## src/rtl/kevin_pkg.sv

```systemverilog
// kevin_pkg
// Shared definitions for the Kevin-number sweep controller and its golden
// reference: sequencer state encoding, golden code table and datapath widths.
package kevin_pkg;

   localparam int CODE_W = 4;
   localparam int CNT_W  = 5;

   // Bit n set means code n is a Kevin number: {1,5,6,7,9,10,12,14}.
   localparam logic [15:0] KEVIN_MASK = 16'h56E2;

   typedef enum logic [1:0] {
      ST_IDLE   = 2'd0,
      ST_DRIVE  = 2'd1,
      ST_SAMPLE = 2'd2,
      ST_DONE   = 2'd3
   } state_e;

   // Table lookup shared by the golden model and anything that needs it.
   function automatic logic kevin_lookup(input logic [15:0] mask,
                                         input logic [CODE_W-1:0] code);
      return mask[code];
   endfunction

endpackage

```

## src/rtl/kevin_golden.sv

```systemverilog
// kevin_golden
// Combinational golden reference: maps a 4-bit code to its expected
// detector output using the Kevin table.
//   code     in  4  code under test
//   expected out 1  1 when code is a Kevin number
module kevin_golden
#(
   parameter logic [15:0] MASK = kevin_pkg::KEVIN_MASK
)
(
   input  logic [kevin_pkg::CODE_W-1:0] code,
   output logic                         expected
);
   import kevin_pkg::*;

   // Pure table lookup, no state.
   always_comb begin
      expected = kevin_lookup(MASK, code);
   end

endmodule

```

## src/rtl/kevin_sweep_ctrl.sv

```systemverilog
// kevin_sweep_ctrl
// Sweeps the shared detector input over [lo, hi], waits SETTLE cycles per
// code, then compares the three detector outputs against the golden table
// and accumulates hit/error counts. start/done handshake; all outputs are
// registered.
//   clk, rst           clock, synchronous active-high reset
//   start, lo, hi      sweep request and inclusive code range
//   det_in             code driven to the detectors
//   out_g/out_d/out_b  gate-level, dataflow, behavioural detector outputs
//   busy, done         sweep in progress, one-cycle end-of-sweep pulse
//   hit_cnt, err_cnt   result counters
//   err_flag, first_err_in  sticky error flag and code of first error
module kevin_sweep_ctrl
#(
   parameter int unsigned SETTLE     = 1,
   parameter logic [15:0] KEVIN_MASK = kevin_pkg::KEVIN_MASK
)
(
   input  logic                         clk,
   input  logic                         rst,
   input  logic                         start,
   input  logic [kevin_pkg::CODE_W-1:0] lo,
   input  logic [kevin_pkg::CODE_W-1:0] hi,
   output logic [kevin_pkg::CODE_W-1:0] det_in,
   input  logic                         out_g,
   input  logic                         out_d,
   input  logic                         out_b,
   output logic                         busy,
   output logic                         done,
   output logic [kevin_pkg::CNT_W-1:0]  hit_cnt,
   output logic [kevin_pkg::CNT_W-1:0]  err_cnt,
   output logic                         err_flag,
   output logic [kevin_pkg::CODE_W-1:0] first_err_in
);
   import kevin_pkg::*;

   localparam logic [3:0] SETTLE_C = 4'(SETTLE);

   state_e              state_q, state_d;
   logic [CODE_W-1:0]   hi_q, hi_d;
   logic [CODE_W-1:0]   det_in_q, det_in_d;
   logic [3:0]          settle_q, settle_d;
   logic [CNT_W-1:0]    hit_cnt_q, hit_cnt_d;
   logic [CNT_W-1:0]    err_cnt_q, err_cnt_d;
   logic                err_flag_q, err_flag_d;
   logic [CODE_W-1:0]   first_err_q, first_err_d;
   logic                done_q, done_d;
   logic                busy_q, busy_d;

   logic                expected_s;
   logic                mismatch_s;
   logic                hit_s;

   kevin_golden #(.MASK(KEVIN_MASK)) u_golden (
      .code     (det_in_q),
      .expected (expected_s)
   );

   // Detector verdict for the code currently on det_in. Case equality makes
   // an X/Z output count as a mismatch and never as a hit.
   always_comb begin
      mismatch_s = (out_g !== expected_s) || (out_d !== expected_s) ||
                   (out_b !== expected_s);
      hit_s      = (expected_s === 1'b1) && (out_g === 1'b1) &&
                   (out_d === 1'b1) && (out_b === 1'b1);
   end

   // Next-state and next-output computation for the sweep sequencer.
   always_comb begin
      state_d     = state_q;
      hi_d        = hi_q;
      det_in_d    = det_in_q;
      settle_d    = settle_q;
      hit_cnt_d   = hit_cnt_q;
      err_cnt_d   = err_cnt_q;
      err_flag_d  = err_flag_q;
      first_err_d = first_err_q;
      case (state_q)
         ST_IDLE: begin
            if (start) begin
               hi_d        = hi;
               hit_cnt_d   = 5'd0;
               err_cnt_d   = 5'd0;
               err_flag_d  = 1'b0;
               first_err_d = 4'd0;
               if (lo > hi) begin
                  state_d = ST_DONE;
               end else begin
                  det_in_d = lo;
                  settle_d = SETTLE_C;
                  state_d  = ST_DRIVE;
               end
            end else begin
               state_d = ST_IDLE;
            end
         end
         ST_DRIVE: begin
            settle_d = settle_q - 4'd1;
            // Last settle cycle when the counter is at 1 (<= guards against 0).
            if (settle_q <= 4'd1) begin
               state_d = ST_SAMPLE;
            end else begin
               state_d = ST_DRIVE;
            end
         end
         ST_SAMPLE: begin
            if (mismatch_s) begin
               err_cnt_d = err_cnt_q + 5'd1;
               if (!err_flag_q) begin
                  err_flag_d  = 1'b1;
                  first_err_d = det_in_q;
               end else begin
                  first_err_d = first_err_q;
               end
            end else begin
               err_cnt_d = err_cnt_q;
            end
            if (hit_s) begin
               hit_cnt_d = hit_cnt_q + 5'd1;
            end else begin
               hit_cnt_d = hit_cnt_q;
            end
            // Terminate on equality so hi=15 never wraps det_in.
            if (det_in_q == hi_q) begin
               state_d = ST_DONE;
            end else begin
               det_in_d = det_in_q + 4'd1;
               settle_d = SETTLE_C;
               state_d  = ST_DRIVE;
            end
         end
         ST_DONE: begin
            state_d = ST_IDLE;
         end
         default: begin
            state_d = ST_IDLE;
         end
      endcase
      done_d = (state_d == ST_DONE);
      busy_d = (state_d != ST_IDLE);
   end

   // State and registered outputs.
   always_ff @(posedge clk) begin
      if (rst) begin
         state_q     <= ST_IDLE;
         hi_q        <= 4'd0;
         det_in_q    <= 4'd0;
         settle_q    <= 4'd0;
         hit_cnt_q   <= 5'd0;
         err_cnt_q   <= 5'd0;
         err_flag_q  <= 1'b0;
         first_err_q <= 4'd0;
         done_q      <= 1'b0;
         busy_q      <= 1'b0;
      end else begin
         state_q     <= state_d;
         hi_q        <= hi_d;
         det_in_q    <= det_in_d;
         settle_q    <= settle_d;
         hit_cnt_q   <= hit_cnt_d;
         err_cnt_q   <= err_cnt_d;
         err_flag_q  <= err_flag_d;
         first_err_q <= first_err_d;
         done_q      <= done_d;
         busy_q      <= busy_d;
      end
   end

   assign det_in       = det_in_q;
   assign busy         = busy_q;
   assign done         = done_q;
   assign hit_cnt      = hit_cnt_q;
   assign err_cnt      = err_cnt_q;
   assign err_flag     = err_flag_q;
   assign first_err_in = first_err_q;

endmodule

```

## config.mk

```make
export PLATFORM = sky130hd
export DESIGN_NAME = kevin_sweep_ctrl
export DESIGN_NICKNAME = d
export VERILOG_FILES = /design/src/rtl/kevin_pkg.sv /design/src/rtl/kevin_golden.sv /design/src/rtl/kevin_sweep_ctrl.sv
export SDC_FILE = /design/constraint.sdc
export NUM_CORES = 1
export LEC_CHECK = 0
export ABC_AREA = 1
export CAP_MARGIN = 20
export CORE_ASPECT_RATIO = 1.5
export CORE_UTILIZATION = 29
export DETAILED_ROUTE_END_ITERATION = 6
export PLACE_DENSITY = 0.6
export SETUP_SLACK_MARGIN = 0.5
export SYNTH_ARGS = -nofsm -noshare
export SYNTH_HDL_FRONTEND = slang
export SYNTH_SLANG_ARGS = --single-unit
```

## constraint.sdc

```tcl
create_clock -name clk -period 1.75 [get_ports clk]
set_input_delay 0.35 -clock clk [delete_from_list [all_inputs] [get_ports clk]]
set_output_delay 0.35 -clock clk [all_outputs]
set_load 0.02 [all_outputs]
```

==> results of run 1 <==
## power by group through the flow
stage	Sequential, mW	Clock, mW	Combinational (mW)
2_1_floorplan	1.04	0	0.702
3_3_place_gp	1.01	0	1.14
3_5_place_dp	1.01	0	1.15
4_1_cts	1.00	0.575	1.30
5_1_grt	1.01	0.607	1.73
6_report	0.996	0.556	1.59
## cell usage in the layout, fill, tap and decap left out, types with 4 or more instances in the layout
| cell | n |
|---|---|
| nor2_4 | 6 |
| nand4_1 | 7 |
| nand2_4 | 4 |
| ha_4 | 6 |
| inv_2 | 5 |
| inv_1 | 22 |
| o21ai_1 | 5 |
| buf_4 | 34 |
| a21oi_2 | 6 |
| dlygate4sd2_1 | 4 |
| dfxtp_4 | 5 |
| o21ai_0 | 10 |
| nand3_1 | 10 |
| a21oi_1 | 14 |
| clkbuf_8 | 5 |
| buf_6 | 8 |
| nor2_1 | 15 |
| xor2_1 | 4 |
| ha_1 | 4 |
| nand3_4 | 5 |
| buf_2 | 22 |
| nand2_2 | 11 |
| nand2_1 | 43 |
| dfxtp_1 | 24 |
## worst max-delay path by stage
stage               startpoint          to  cells after the start
finish                   hi[1]  expected_s                     16
global route             hi[1]  expected_s                     16
CTS                      hi[1]  expected_s                     16
detailed placement       hi[3]  expected_s                     15
global placement         hi[3]  expected_s                     14
floorplan                hi[1]  expected_s                     14
## stage by stage
step           area, µm²  hold WS, ns  power (mW)  setup WS, ns  setup TNS (ns)
2_1_floorplan       1858       0.4191       1.739        0.2305               0
3_3_place_gp        2447       0.4582       2.143       -0.5038          -4.988
3_5_place_dp        2447       0.4625       2.155       -0.5835          -5.565
4_1_cts             2604       0.4153       2.878        0.2525               0
5_1_grt             2848       0.4430       3.353        0.1475               0
6_report            2848       0.3970       3.138        0.2110               0
## routing by layer
metal	global-route usage (%)	up-vias	wire length [µm]
met3	3.169	13	139
met4	7.222	0	156
met2	28.30	30	2498
li1	-	954	-
met1	18.00	836	1967
met5	0	-	0
## what timing repair did
action / CTS / global route
pin swaps: 27 / 20
endpoints found under the setup margin: 49 / 35
endpoints found under the hold margin: 0 / 0
buffers inserted: 8 / 13
resized for setup: 141 / 42
## layout make-up
cell class / instances / area, µm² / share of cell area, %
clock buffers: 6 / 72.57 / 2.548
flip-flops and latches: 32 / 663.1 / 23.29
multi-input cells: 174 / 1246 / 43.76
repair buffers: 77 / 603.1 / 21.18
inverters: 33 / 160.2 / 5.624
clock inverters: 2 / 12.51 / 0.4394
well taps: 72 / 90.09 / 3.163
## critical path, stage by stage
cell,delay [ns]
buf_6,0.07
buf_6,0.11
inv_12,0.03
ha_4,0.26
nand2_2,0.04
nand2_2,0.07
nand2_2,0.08
nand2_4,0.08
nand3_4,0.10
buf_4,0.15
nand4_1,0.06
nand2_1,0.08
nand3_1,0.08
nand2_1,0.06
nand2_1,0.06
nand2_1,0.05
## cell families (layout without fill, tap and decap cells)
| kind of cell | Yosys count | in the layout | share of synthesized area [%] |
|---|---|---|---|
| and+or+nand+nor | 117 | 117 | 31.76 |
| DFF | 32 | 32 | 37.13 |
| AOI/OAI and AO/OA | 41 | 41 | 12.76 |
| buffers and inverters | 36 | 118 | 8.049 |
| xor gates and xnor gates | 6 | 6 | 3.046 |
| adders and majority gates | 10 | 10 | 7.252 |
## sequential cells by signal, summed over array words and instances (netlist names)
name / cells
err_cnt: 5
hit_cnt: 5
det_in: 4
first_err_in: 4
hi_q: 4
settle_q: 4
state_q: 2
busy: 1
done: 1
err_flag: 1
expected_s: 1
==> run summary, run 1 <==
======================================================================================
Worst Skew ..............................................................  0.007360 ns
Height of the die .......................................................     96.47 µm
I/O pins ................................................................           35
Syn Std Cell Area ....................................................... 0.001725 mm²
Proportion of power drawn by combinational gates ........................        50.5%
Worst-case headroom to the max-slew limit ...............................       78.09%
Die width ...............................................................     64.98 µm
Part of the power in registers ..........................................        31.7%
Weighted congestion reported at the end of routability-driven placement .       0.8127
Iteration count of the initial detailed-routing pass ....................            4
Final worst path period share ...........................................       87.94%
Setup-violating endpoint count in the final report ......................            0
Remaining routing DRC violations ........................................            0
Clock share of power ....................................................        17.7%
Area growth from synthesis to layout ....................................       65.05%
Category of the critical setup timing path ..............................    in -> reg
Cell count after synthesis ..............................................          242
Clock tree from TritonCTS ...............................................         done
Transition time at the pin with the least slew margin ...................    0.3273 ns
Class of the worst hold path ............................................    in -> reg
Sequential cell area fraction in the yosys report .......................       37.13%
Switching power share of the total ......................................       40.75%
Data arrival time of the critical path ..................................      1.72 ns
Reg2reg path depth ......................................................           11
Mean Syn Cell Area ......................................................    7.130 µm²
Vias per cell ...........................................................        4.629
Peak supply drop ........................................................  0.0006724 V
Leading post-synthesis cells by instance count .......................... nand2_1 (54), dfxtp_1 (32), inv_1 (31)
Starting utilization of the core area ...................................       29.82%
PwrDens .................................................................  1102 mW/mm²
Wire length of the first global-routing pass ............................      7693 µm
Detail Route Antenna Nets ...............................................            0
Sort of element at the end of the critical path .........................    flip-flop
Cell accounting for the most synthesized area ...........................      dfxtp_1
Antenna violations before repair ........................................            0
P_leak ..................................................................     1.257 nW
Share of synthesized registers carrying an async set or reset ...........           0%
Number of nets in the synthesized netlist ...............................          266
Clk Latency, worst-skew pair ............................................      0.28 ns
Outcome ................................................................. finished, final reports clean
Final Max Slew Viols ....................................................            0
Area fraction of the dominant cell type after synthesis .................       37.13%
RSZ-0062 raised after global routing ....................................          yes
Post-placement cell count ...............................................          367
Most common cell in the netlist .........................................      nand2_1
Max clock buf depth .....................................................            2
Total of max-cap violations .............................................            0
Placeable Area .......................................................... 0.005786 mm²
Synthesis-stage register bit count ......................................           32
Worst hold start ........................................................        hi[2]
Shortest period the worst path allows ...................................     1.539 ns
Number of global-route vias before repair ...............................         1737
Clock transition at path regs ...........................................      0.07 ns
Number of flops mapped to enable cells by yosys .........................            0
CTS hold repair buffers .................................................            0
Layout filler cell count ................................................          576
Endpoint with the worst hold slack ......................................      hi_q[2]
Maximum number of pins on one net before global-route repair ............           15
Clk sinks ...............................................................           32
Most used flip-flop cell after synthesis ................................      dfxtp_1
Switch Pwr ..............................................................     1.278 mW
Routed WL ...............................................................      4761 µm
Global route total overflow .............................................            0
Setup crit start kind ...................................................    input pin
Fin util ................................................................       49.22%
Setup slack, reg-to-reg .................................................      0.26 ns
Via count ...............................................................         1833
Synthesis Warnings ......................................................            0
Beginning of the worst register-to-register path ........................    det_in[1]
Filler-free cell count of the finished design ...........................          396
Worst Hold Depth ........................................................            3
Share of post-route cells with drive strength above 1 ...................       46.60%
Hold violation count in the final report ................................            0
Top achievable clock speed ..............................................    649.8 MHz
Post-synth cell types ...................................................           30
R2R Path End ............................................................   expected_s
Overall global routing resource usage ...................................       15.88%
Cts bufs inserted .......................................................            5
Total of buffers placed on input and output ports .......................           34
Data required, critical path ............................................      1.93 ns
Number of DRC markers in iteration 0 ....................................           62
Half-perimeter wire length after placement ..............................      3356 µm
WL per Instance .........................................................     12.02 µm
Biggest fanout along the worst timing path ..............................            6
Root buffer cell ........................................................     clkbuf_8
Power Internal ..........................................................     1.859 mW
FP Rows .................................................................           34
Leading post-synthesis cells by cell area ............................... dfxtp_1 (37%), nand2_1 (12%), ha_1 (7.3%)
Post-layout nets ........................................................          347
Diode insertion count for antenna repair ................................            0
Count of H-tree levels built during CTS .................................            2
Area of the die ......................................................... 0.006269 mm²
======================================================================================
No activity file was read; power rests on OpenSTA's default activity.
==> run 2, diff against run 1 <==
Settings changed: CAP_MARGIN 20 to 5.
==> results of run 2 <==
No change in the layout: final DEF, timing and power equal those of run 1.
==> variant: new RTL, config.mk and constraints of run 1 <==
Register the inputs `start`, `lo`, `hi`, `out_g`, `out_d` and `out_b` before use. The logic sees them one clock later. Comments in the files are not updated.
--- a/src/rtl/kevin_sweep_ctrl.sv
+++ b/src/rtl/kevin_sweep_ctrl.sv
@@ -38,2 +38,18 @@
 
+   logic start_q;
+   logic [kevin_pkg::CODE_W-1:0] lo_q;
+   logic [kevin_pkg::CODE_W-1:0] hi_r;
+   logic out_g_q;
+   logic out_d_q;
+   logic out_b_q;
+
+   always_ff @(posedge clk) begin
+      start_q <= start;
+      lo_q    <= lo;
+      hi_r    <= hi;
+      out_g_q <= out_g;
+      out_d_q <= out_d;
+      out_b_q <= out_b;
+   end
+
    state_e              state_q, state_d;
@@ -61,6 +77,6 @@
    always_comb begin
-      mismatch_s = (out_g !== expected_s) || (out_d !== expected_s) ||
-                   (out_b !== expected_s);
-      hit_s      = (expected_s === 1'b1) && (out_g === 1'b1) &&
-                   (out_d === 1'b1) && (out_b === 1'b1);
+      mismatch_s = (out_g_q !== expected_s) || (out_d_q !== expected_s) ||
+                   (out_b_q !== expected_s);
+      hit_s      = (expected_s === 1'b1) && (out_g_q === 1'b1) &&
+                   (out_d_q === 1'b1) && (out_b_q === 1'b1);
    end
@@ -79,4 +95,4 @@
          ST_IDLE: begin
-            if (start) begin
-               hi_d        = hi;
+            if (start_q) begin
+               hi_d        = hi_r;
                hit_cnt_d   = 5'd0;
@@ -85,6 +101,6 @@
                first_err_d = 4'd0;
-               if (lo > hi) begin
+               if (lo_q > hi_r) begin
                   state_d = ST_DONE;
                end else begin
-                  det_in_d = lo;
+                  det_in_d = lo_q;
                   settle_d = SETTLE_C;
Check against the original RTL: not equivalent (a bounded check fails within 4 cycles, from zero or initial values and one cycle with rst high).
==> variant against run 1 <==
Worst setup slack lost 83 ps; power grew 10%; sequential power grew 32%; area after synthesis grew 16%; final cell count shrank 1.3%; sequential cell count grew 12; final area grew 0.62%; clock skew shrank 1.8 ps; wire length grew 0.19%; critical endpoint is now settle_q[2]$_SDFFE_PP0P_; largest cell class unchanged; largest power group unchanged.
==> variant: results (changes against run 1) <==
[final_layout]
nFillCells=658  ; +14%
nets=339  ; -2.3%

[detailed_routing]
totalWireLength_um=4770  ; +0.19%
wl_met2_um=2610  ; +4.3%
dr_wl_met3_um=143  ; +2.9%
drt_iter0_markers=63  ; +1.6%
wl_met1_um=1910  ; -2.7%
avgViaCountPerCell=4.70  ; +1.6%

[power_and_ir_drop]
p_leak_nw=1.23  ; -1.9%
vdd_drop_max_v=0.000513  ; -24%

[global_routing]
grt_pass1_wl_um=7810  ; +1.5%
use_met3=0.0213  ; -0.0104
met1_usage=0.146  ; -0.0342
grt_max_degree=18  ; +3
gr-usage-met2=0.246  ; -0.0371
grt_pass1_vias=1757  ; +1.2%

[clock_tree]
cts_setup_buffers=5  ; -3
cts_resized=113  ; -20%

[setup_path]
cpMaxStageDelayCell=dfxtp_2
endpoint=settle_q[2]$_SDFFE_PP0P_
worst_ep_arrival_time_ps=1810  ; +90 ps
slowest_delay_ps=330  ; +70 ps
reg2reg_slack_ps=130  ; -130 ps
r2r_cells=12  ; +1

[status]
status=finished, final reports clean

[synthesis]
syn_nets=282  ; +6.0%
synthTopCellsByArea=dfxtp_1 (44%), nand2_1 (10%), ha_1 (6.2%), inv_1 (5.8%), nand3_1 (4.5%)
ys_seq_area_frac=0.439  ; +0.0676
yosysUniqueCellTypes=34  ; +13%

[worst_hold_path]
holdCritStartpoint=first_err_in[3]$_SDFFE_PP0P_
whs_path_depth=2  ; -1

[timing]
fin_crit_sh=0.927  ; +0.0476

[placed_design]
gp_congestion=0.842  ; +3.6%
pre_cts_ws_ps=75.9  ; +659 ps
hpwl_um=3320  ; -1.2%

==> variant: cell count changes in the layout (fill, tap and decap cells not counted), sizes merged, moves of 3 or more <==
cell | run 1 | this run
dfxtp | 32 | 44
buf | 67 | 39
dlygate4sd2 | 4 | 0
nand4 | 7 | 3
clkdlybuf4s50 | 1 | 13
inv | 32 | 35
==> variant: critical path: cells and delay by family, from the launching register on <==
kind	cells	cell delay, ps
flops	1	330
fa+ha+maj	1	260
simple gates	6	480
buf+inv	4	320
compound gates	1	140
==> variant: kinds of logic (layout without fill, tap and decap cells) <==
logic type,after synthesis,after routing,share of synthesized area
and+or+nand+nor,118,118,0.279
DFF,44,44,0.439
buffers and inverters,40,97,0.0767
xor gates and xnor gates,6,6,0.0262
AOI/OAI and AO/OA,39,39,0.112
adders and majority gates,10,10,0.0623
muxes,1,1,0.00499
==> variant: stage by stage <==
step / hold slack [ps] / instance area [um^2] / instances / TNS, ps
2_1_floorplan: 378 / 2040 / 258 / 0
3_3_place_gp: 454 / 2490 / 368 / 0
3_5_place_dp: 453 / 2490 / 368 / 0
4_1_cts: 463 / 2650 / 380 / 0
5_1_grt: 481 / 2870 / 391 / -0.124
6_report: 461 / 2870 / 391 / 0
==> variant: area by class of cell <==
type | instances | area (um^2) | area share
Timing Repair Buffer | 53 | 420 | 0.147
Tap cell | 76 | 95.1 | 0.0332
Sequential cell | 44 | 910 | 0.317
Inverter | 36 | 146 | 0.0511
Clock buffer | 6 | 72.6 | 0.0253
Multi-Input combinational cell | 174 | 1210 | 0.423
Timing Repair inverter | 1 | 5.00 | 0.00175
Clock inverter | 1 | 5.00 | 0.00175
==> variant: power breakdown <==
group	internal, mW	switching [mW]	total, mW
registers	1.16	0.149	1.31
clock network	0.272	0.330	0.602
logic	0.662	0.889	1.55
total	2.10	1.37	3.46
